`config.mk`:
```
export PLATFORM = sky130hd
export DESIGN_NAME = song_player
export DESIGN_NICKNAME = d
export VERILOG_FILES = /design/src/rtl/song_player.sv
export SDC_FILE = /design/constraint.sdc
export NUM_CORES = 1
export LEC_CHECK = 0
export ABC_AREA = 1
export BUFFER_PORTS_ARGS = -buffer_cell sky130_fd_sc_hd__buf_4
export CORE_UTILIZATION = 25
export CTS_BUF_LIST = sky130_fd_sc_hd__clkbuf_4 sky130_fd_sc_hd__clkbuf_8
export DETAILED_ROUTE_END_ITERATION = 8
export PLACE_DENSITY_LB_ADDON = 0.08
export SYNTH_ARGS = -nofsm -noshare
export SYNTH_HDL_FRONTEND = slang
export SYNTH_SLANG_ARGS = --single-unit
```
`constraint.sdc`:
```
create_clock -name clk -period 2.4 [get_ports clk]
set_input_delay 0.24 -clock clk [delete_from_list [all_inputs] [get_ports clk]]
set_output_delay 0.24 -clock clk [all_outputs]
set_load 0.02 [all_outputs]
```
`src/rtl/song_player.sv`:
```
// Playback engine: snapshots the editor's packed note words and length on start,
// then steps through the notes at a fixed tempo with registered outputs.
module song_player #(
  parameter int TICKS_PER_NOTE = 10_000_000,
  parameter int MAX_NOTES      = 32
) (
  input  logic        clk,
  input  logic        rst,
  input  logic [2:0]  mode,
  input  logic        start,
  input  logic        pause,
  input  logic [31:0] note1,
  input  logic [31:0] note2,
  input  logic [5:0]  length,
  output logic [1:0]  note_out,
  output logic [3:0]  lane,
  output logic        note_strobe,
  output logic [4:0]  position,
  output logic        playing,
  output logic        done
);

  localparam int CW = (TICKS_PER_NOTE > 1) ? $clog2(TICKS_PER_NOTE) : 1;
  localparam logic [CW-1:0] LAST_TICK = CW'(TICKS_PER_NOTE - 1);
  localparam logic [5:0]    MAX_LEN   = 6'(MAX_NOTES);

  typedef enum logic {IDLE, PLAY} state_t;

  state_t        state_q, state_d;
  logic [CW-1:0] cnt_q, cnt_d;
  logic [31:0]   n1_q, n2_q;
  logic [5:0]    len_q;
  logic [5:0]    len_eff;
  logic          run_mode, start_go, start_zero, abort, terminal, last_note;
  logic [1:0]    note_d;
  logic [3:0]    lane_d;
  logic [4:0]    pos_d;
  logic          strobe_d, playing_d, done_d;

  // Notes 0-15 live in the low word, 16-31 in the high word, two bits each.
  function automatic logic [1:0] pick(input logic [31:0] lo, input logic [31:0] hi,
                                      input logic [4:0] idx);
    logic [63:0] w;
    w = {hi, lo};
    return w[{idx, 1'b0} +: 2];
  endfunction

  function automatic logic [3:0] one_hot(input logic [1:0] code);
    case (code)
      2'd1:    return 4'b0010;
      2'd2:    return 4'b0100;
      2'd3:    return 4'b1000;
      default: return 4'b0000;
    endcase
  endfunction

  assign len_eff    = (length > MAX_LEN) ? MAX_LEN : length;
  assign run_mode   = (mode == 3'd3);
  assign start_go   = (state_q == IDLE) && start && run_mode && (len_eff != 6'd0);
  assign start_zero = (state_q == IDLE) && start && run_mode && (len_eff == 6'd0);
  assign abort      = (state_q == PLAY) && !run_mode;
  assign terminal   = (state_q == PLAY) && !pause && (cnt_q == LAST_TICK);
  assign last_note  = ({1'b0, position} == (len_q - 6'd1));

  always_ff @(posedge clk) begin
    if (rst) begin
      state_q     <= IDLE;
      cnt_q       <= '0;
      n1_q        <= '0;
      n2_q        <= '0;
      len_q       <= '0;
      note_out    <= '0;
      lane        <= '0;
      note_strobe <= 1'b0;
      position    <= '0;
      playing     <= 1'b0;
      done        <= 1'b0;
    end else begin
      state_q     <= state_d;
      cnt_q       <= cnt_d;
      note_out    <= note_d;
      lane        <= lane_d;
      note_strobe <= strobe_d;
      position    <= pos_d;
      playing     <= playing_d;
      done        <= done_d;
      if (start_go) begin
        n1_q  <= note1;
        n2_q  <= note2;
        len_q <= len_eff;
      end
    end
  end

  always_comb begin
    state_d = state_q;
    case (state_q)
      IDLE: if (start_go) state_d = PLAY;
      PLAY: begin
        // Abort wins over a terminal count landing in the same cycle.
        if (abort)                       state_d = IDLE;
        else if (terminal && last_note)  state_d = IDLE;
      end
      default: state_d = IDLE;
    endcase
  end

  always_comb begin
    note_d    = 2'd0;
    strobe_d  = 1'b0;
    pos_d     = 5'd0;
    playing_d = 1'b0;
    done_d    = 1'b0;
    cnt_d     = '0;
    case (state_q)
      IDLE: begin
        if (start_go) begin
          playing_d = 1'b1;
          strobe_d  = 1'b1;
          note_d    = pick(note1, note2, 5'd0);
        end else if (start_zero) begin
          done_d = 1'b1;
        end
      end
      PLAY: begin
        if (abort) begin
          playing_d = 1'b0;
        end else if (terminal) begin
          if (last_note) begin
            done_d = 1'b1;
          end else begin
            playing_d = 1'b1;
            strobe_d  = 1'b1;
            pos_d     = position + 5'd1;
            note_d    = pick(n1_q, n2_q, position + 5'd1);
          end
        end else begin
          playing_d = 1'b1;
          pos_d     = position;
          note_d    = note_out;
          cnt_d     = pause ? cnt_q : cnt_q + 1'b1;
        end
      end
      default: ;
    endcase
    lane_d = one_hot(note_d);
  end

endmodule

```
Yosys cells after proc, flatten, opt, wreduce, memory -nomap -nowiden
Cells that the tools add are included.

operators by class
  eq/ne operators = 6
  bitwise gates (word level) = 1
  reduce and logical (&&, ||, !) cells = 14
  shift operators = 1
  mux-type cells = 25
  add/sub/neg operators = 3
  $lt $le $gt $ge = 1

operators by type and width
  cell                     count
  $shiftx A64 B7 Y2        1
  $add A24 B1 Y24 const B  1
  $eq A24 B24 Y1 const B   1
  $mux W1                  13
  $pmux W4 S3              1
  $logic_and A1 B1 Y1      8
  $mux W2                  4
  $pmux W1 S2              4
  $eq A5 B6 Y1             1
  $gt A6 B6 Y1 const B     1
  $logic_not A6 Y1         1
  $mux W6                  1
  $reduce_bool A6 Y1       1
  $sub A6 B1 Y6 const B    1
  $add A5 B1 Y5 const B    1
  $mux W5                  1
  $eq A2 B2 Y1 const B     2
  $pmux W2 S2              1
  $reduce_or A4 Y1         1
  $eq A3 B2 Y1 const B     1
  $reduce_or A3 Y1         1
  $eq A2 B1 Y1 const B     1
  $logic_not A1 Y1         2
  $not A1 Y1               1

word-level totals
  input port bits = 77
  logic and storage cells = 62
  bits in registers = 109

Depth between registers and ports, before layout
  word-level depth = 8
  mapped depth = 16

Worst setup path before layout
Ideal clock, no wire load.

  path kind = reg-to-reg
  from = reg position[1]
  to = reg lane[2]
  data required time = 2.287 ns
  buffers on the path = 2
  stages on the path, launching flop included = 16
  arrival = 1.855 ns
  slack = 0.431 ns
  cells stage by stage = dfxtp_1 -> ha_1 -> buf_4 -> clkinv_1 -> buf_2 -> nand3_1 -> nand3_1 -> nand3_1 -> nand2_1 -> nand2_1 -> nand3_1 -> nand2_1 -> nand2_1 -> nand2_2 -> nand2_1 -> nor2_1

between the ends
  word-level cells in the longest chain between the ends = 8
  elaborated cells on any way between the ends = 11
  those cells by class = 1 x add/sub; 4 x eq/ne; 1 x shift; 5 x mux

ends and longest elaborated chain
  what                                                 line  RTL
  start, declared                                      18    output logic [4:0] position,
  start signal, assigned                               84    position <= pos_d;
  $add A5 B1 Y5                                        135   note_d = pick(n1_q, n2_q, position + 5'd1);
  $shiftx A64 B7 Y2                                    45    return w[{idx, 1'b0} +: 2];
  $mux W2 (*)                                          129   if (last_note) begin
  $mux W2 (*)                                          128   end else if (terminal) begin
  $mux W2 (*)                                          126   if (abort) begin
  $pmux W2 S2 (*)                                      115   case (state_q)
  $eq A2 B2 Y1 / $eq A2 B1 Y1 (equally long branches)  49    case (code)
  $pmux W4 S3 (*)                                      49
  end signal, assigned                                 82    lane <= lane_d;
  end, declared                                        16    output logic [3:0] lane,

Mark *: on every way between the ends. The rest lies on a longest branch, timed or not.
A chain may end at the register's enable or synchronous reset.

Worst setup path after layout
  from = reg position[1]
  to = reg note_out[1]

between the ends
  word-level cells in the longest chain between the ends = 6
  elaborated cells on any way between the ends = 7
  those cells by class = 1 x add/sub; 1 x eq/ne; 1 x shift; 4 x mux

ends and longest elaborated chain
  what                  line  RTL
  $add A5 B1 Y5         135
  $shiftx A64 B7 Y2     45
  $mux W2 (*)           129
  $mux W2 (*)           128
  $mux W2 (*)           126
  $pmux W2 S2 (*)       115
  end signal, assigned  81    note_out <= note_d;
  end, declared         15    output logic [1:0] note_out,

Marked as above.

==> reports/metrics.csv <==
stage;metric;value;unit
finish;share of post-route cells with drive strength above 1;16.3;%
place;I/O Buffers;89;
grt;grt total ovfl;0;
pwr;Pwr per Cell Area;549;nW/um2
timing;Achievable Freq;0.463;GHz
synth;post-synth cell types;37;
worst_setup_path;worst path required time;2.68;ns
drt;total number of vias;4706;
grt;largest net degree at the start of global routing;65;
run_status;status;finished clean;
floorplanning;Core Area;19500;um2
clocking;Max clock buf depth;2;
finish;most frequent cells in the layout;nor2_1, nand2_1, dfxtp_1;
grt;antenna violations before repair;0;
min_path;Hold Crit Class;in2reg;
pwr;leakage;2.39;nW
worst_setup_path;Crit-path slowest cell;dfxtp_1;
drt;per-cell routed wire length;13.2;um
drt;DR iter-0 viols;213;
finish;Final #Nets;875;
floorplanning;die width;143;um
timing;Worst-Margin Slew;0.540;ns
worst_setup_path;WP depth;13;
synth;synthesized area per cell;6.88;um2
clocking;cts repair resizes;0;
floorplanning;die area;20400;um2
grt;global-route wire length before repair;23600;um
clocking;worst skew pair latency;0.38;ns
drt;Post-Route WL;14100;um
synth;sequential element share of the synthesized area;43.2;%
timing;relative slew slack;63.7;%
worst_setup_path;buffer and inverter count on the worst path;2;
worst_setup_path;crit path max fanout;9;
place;placer congestion estimate;0.785;
synth;post-synthesis cell count;720;
worst_setup_path;CP top delay family;simple AND/OR/NAND/NOR gates;
clocking;CTS Buf Count;9;
clocking;CTS H-Tree Depth;3;
grt;Tot GR Track Use;14.9;%
drt;Via density;4.42;
drt;drt pass-1 iters;4;
worst_setup_path;startpoint class of the critical path;flop;
finish;commonest non-fill, non-tap cell in the layout;nor2_1;
drt;DRT antenna net count;0;
timing;total negative slack;0;ns
worst_setup_path;R2R cell count;13;
min_path;Worst Hold Depth;3;
synth;synthesized cell area;4950;um2
worst_setup_path;CP Cell Sequence;ha_1 > xor2_4 > inv_2 > nand3_1 > nand3_1 > nand2_1 > nand2_1 > nand3_1 > nand2_1 > nand2_1 > nand2_2 > nand2_1 > inv_1;
timing;setup violators final;0;
place;detailed placement HPWL;10600;um
floorplanning;Rows;51;
finish;# fillers;2176;
floorplanning;Initial Utilization;25.5;%
timing;final critical-path share of the clock period;90.0;%
pwr;peak supply drop;0.211;mV
place;Cell Area, Placed;5920;um2
timing;Slew Viols, Final;0;
clocking;setup repair bufs after CTS;0;
synth;Post-Syn Nets;800;
clocking;clock slew at reported path FFs;0.10;ns
timing;crit path time final;2.16;ns
finish;n_diodes;0;
grt;vias in the first global route;4717;
worst_setup_path;CP dominant cell by count;nand2_1;
drt;DRC;0;
floorplanning;io pins;91;
worst_setup_path;max incr delay on CP;0.44;ns
synth;Yosys reg bits;107;
job;max cap viols;0;
finish;P&R area growth vs syn;24.5;%
floorplanning;die height;143;um
synth;YS warnings;0;
worst_setup_path;WP data arrival;2.44;ns
timing;final hold violations;0;
finish;Design Area, Final;6170;um2
clocking;Clock Sinks;107;
worst_setup_path;WS Path Type;reg2reg;
clocking;CTS root buf;clkbuf_8;
worst_setup_path;CP Capture Type;flop;
timing;clk_skew;0.00650;ns
clocking;TritonCTS clock tree;built;
clocking;# hold bufs at CTS;0;
-- power by group --
| part | switching (mW) | internal, mW |
|---|---|---|
| sequential | 0.0219 | 1.81 |
| combinational | 0.122 | 0.134 |
| clock | 0.619 | 0.672 |
| total | 0.763 | 2.62 |
-- synth_stat cells (all sizes together) --
cell type | instances | area share (%)
nor2 | 172 | 13
o22ai | 3 | 0.38
a211oi | 3 | 0.45
xnor2 | 4 | 0.71
o21a | 1 | 0.15
xor2 | 12 | 2.4
inv | 44 | 3.3
o21ai | 72 | 7.3
o211a | 1 | 0.20
buf | 17 | 2.0
a21oi | 12 | 1.2
nor3b | 2 | 0.30
nand4 | 5 | 0.63
a31oi | 1 | 0.13
nand3b | 3 | 0.45
dfxtp | 107 | 43
or2 | 1 | 0.13
o32ai | 1 | 0.18
clkinv | 2 | 0.15
ha | 3 | 0.76
nor4 | 4 | 0.81
nand2 | 137 | 11
a22oi | 3 | 0.45
conb | 1 | 0.076
clkbuf | 18 | 1.4
nand3 | 80 | 8.1
nor3 | 11 | 1.3
-- final timing paths --
check | start | endpoint | slack [ns]
worst max-delay path | position[1] | note_out[1] | 0.24
worst min-delay path | note2[23] | n2_q[23] | 0.10
worst max register to register | position[1] | note_out[1] | 0.24
worst min register to register | cnt_q[16] | cnt_q[16] | 0.49
-- through the flow --
step | power [mW] | hold slack [ns] | setup WS (ns) | instances | utilization (%)
finish | 3.38 | 0.103 | 0.240 | 1064 | 31.7
global route | 3.56 | 0.0736 | -0.0199 | 1064 | 31.7
CTS | 3.46 | 0.0722 | 0.0902 | 1064 | 31.6
detailed placement | 2.14 | 0.468 | 0.116 | 1049 | 30.4
global placement | 2.14 | 0.466 | 0.179 | 1049 | 30.4
floorplan | 2.00 | 0.358 | 0.431 | 720 | -
-- per-layer routing --
| metal | GRT usage (%) | part of all wire (%) | up-vias |
|---|---|---|---|
| met5 | 0 | 0 | - |
| met4 | 3.68 | 0.95 | 0 |
| met3 | 3.62 | 4.5 | 8 |
| met2 | 24.5 | 46 | 95 |
| met1 | 19.4 | 49 | 2134 |
| li1 | - | - | 2469 |
-- final cells by class --
type / instances / area [um2] / area share (%)
inverters: 46 / 173 / 2.80
clock buffers: 12 / 165 / 2.68
well taps: 265 / 332 / 5.38
repair buffers: 99 / 797 / 12.9
clock inverters: 3 / 68.8 / 1.12
multi-input cells: 532 / 2490 / 40.4
flip-flops and latches: 107 / 2140 / 34.7
-- logic make-up after synthesis --
logic type      after synthesis  share of synthesized area [%]
flops                       107                           43.2
fa+ha+maj                     3                          0.758
xor+xnor                     16                           3.13
simple gates                415                           35.5
buf+inv                      81                           6.84
other cells                   1                         0.0757
compound gates               97                           10.4
-- worst min-delay path: stages --
cell	delay, ns
buf_4	0.08
o21ai_0	0.07
nor2_1	0.07
-- state kept, by name (all words and copies together) (netlist names) --
register	count
cnt_q	24
done	1
lane	3
len_q	6
n1_q	32
n2_q	32
note_out	2
note_strobe	1
playing	1
position	5
Note: power is estimated with default switching activity, not from simulation.
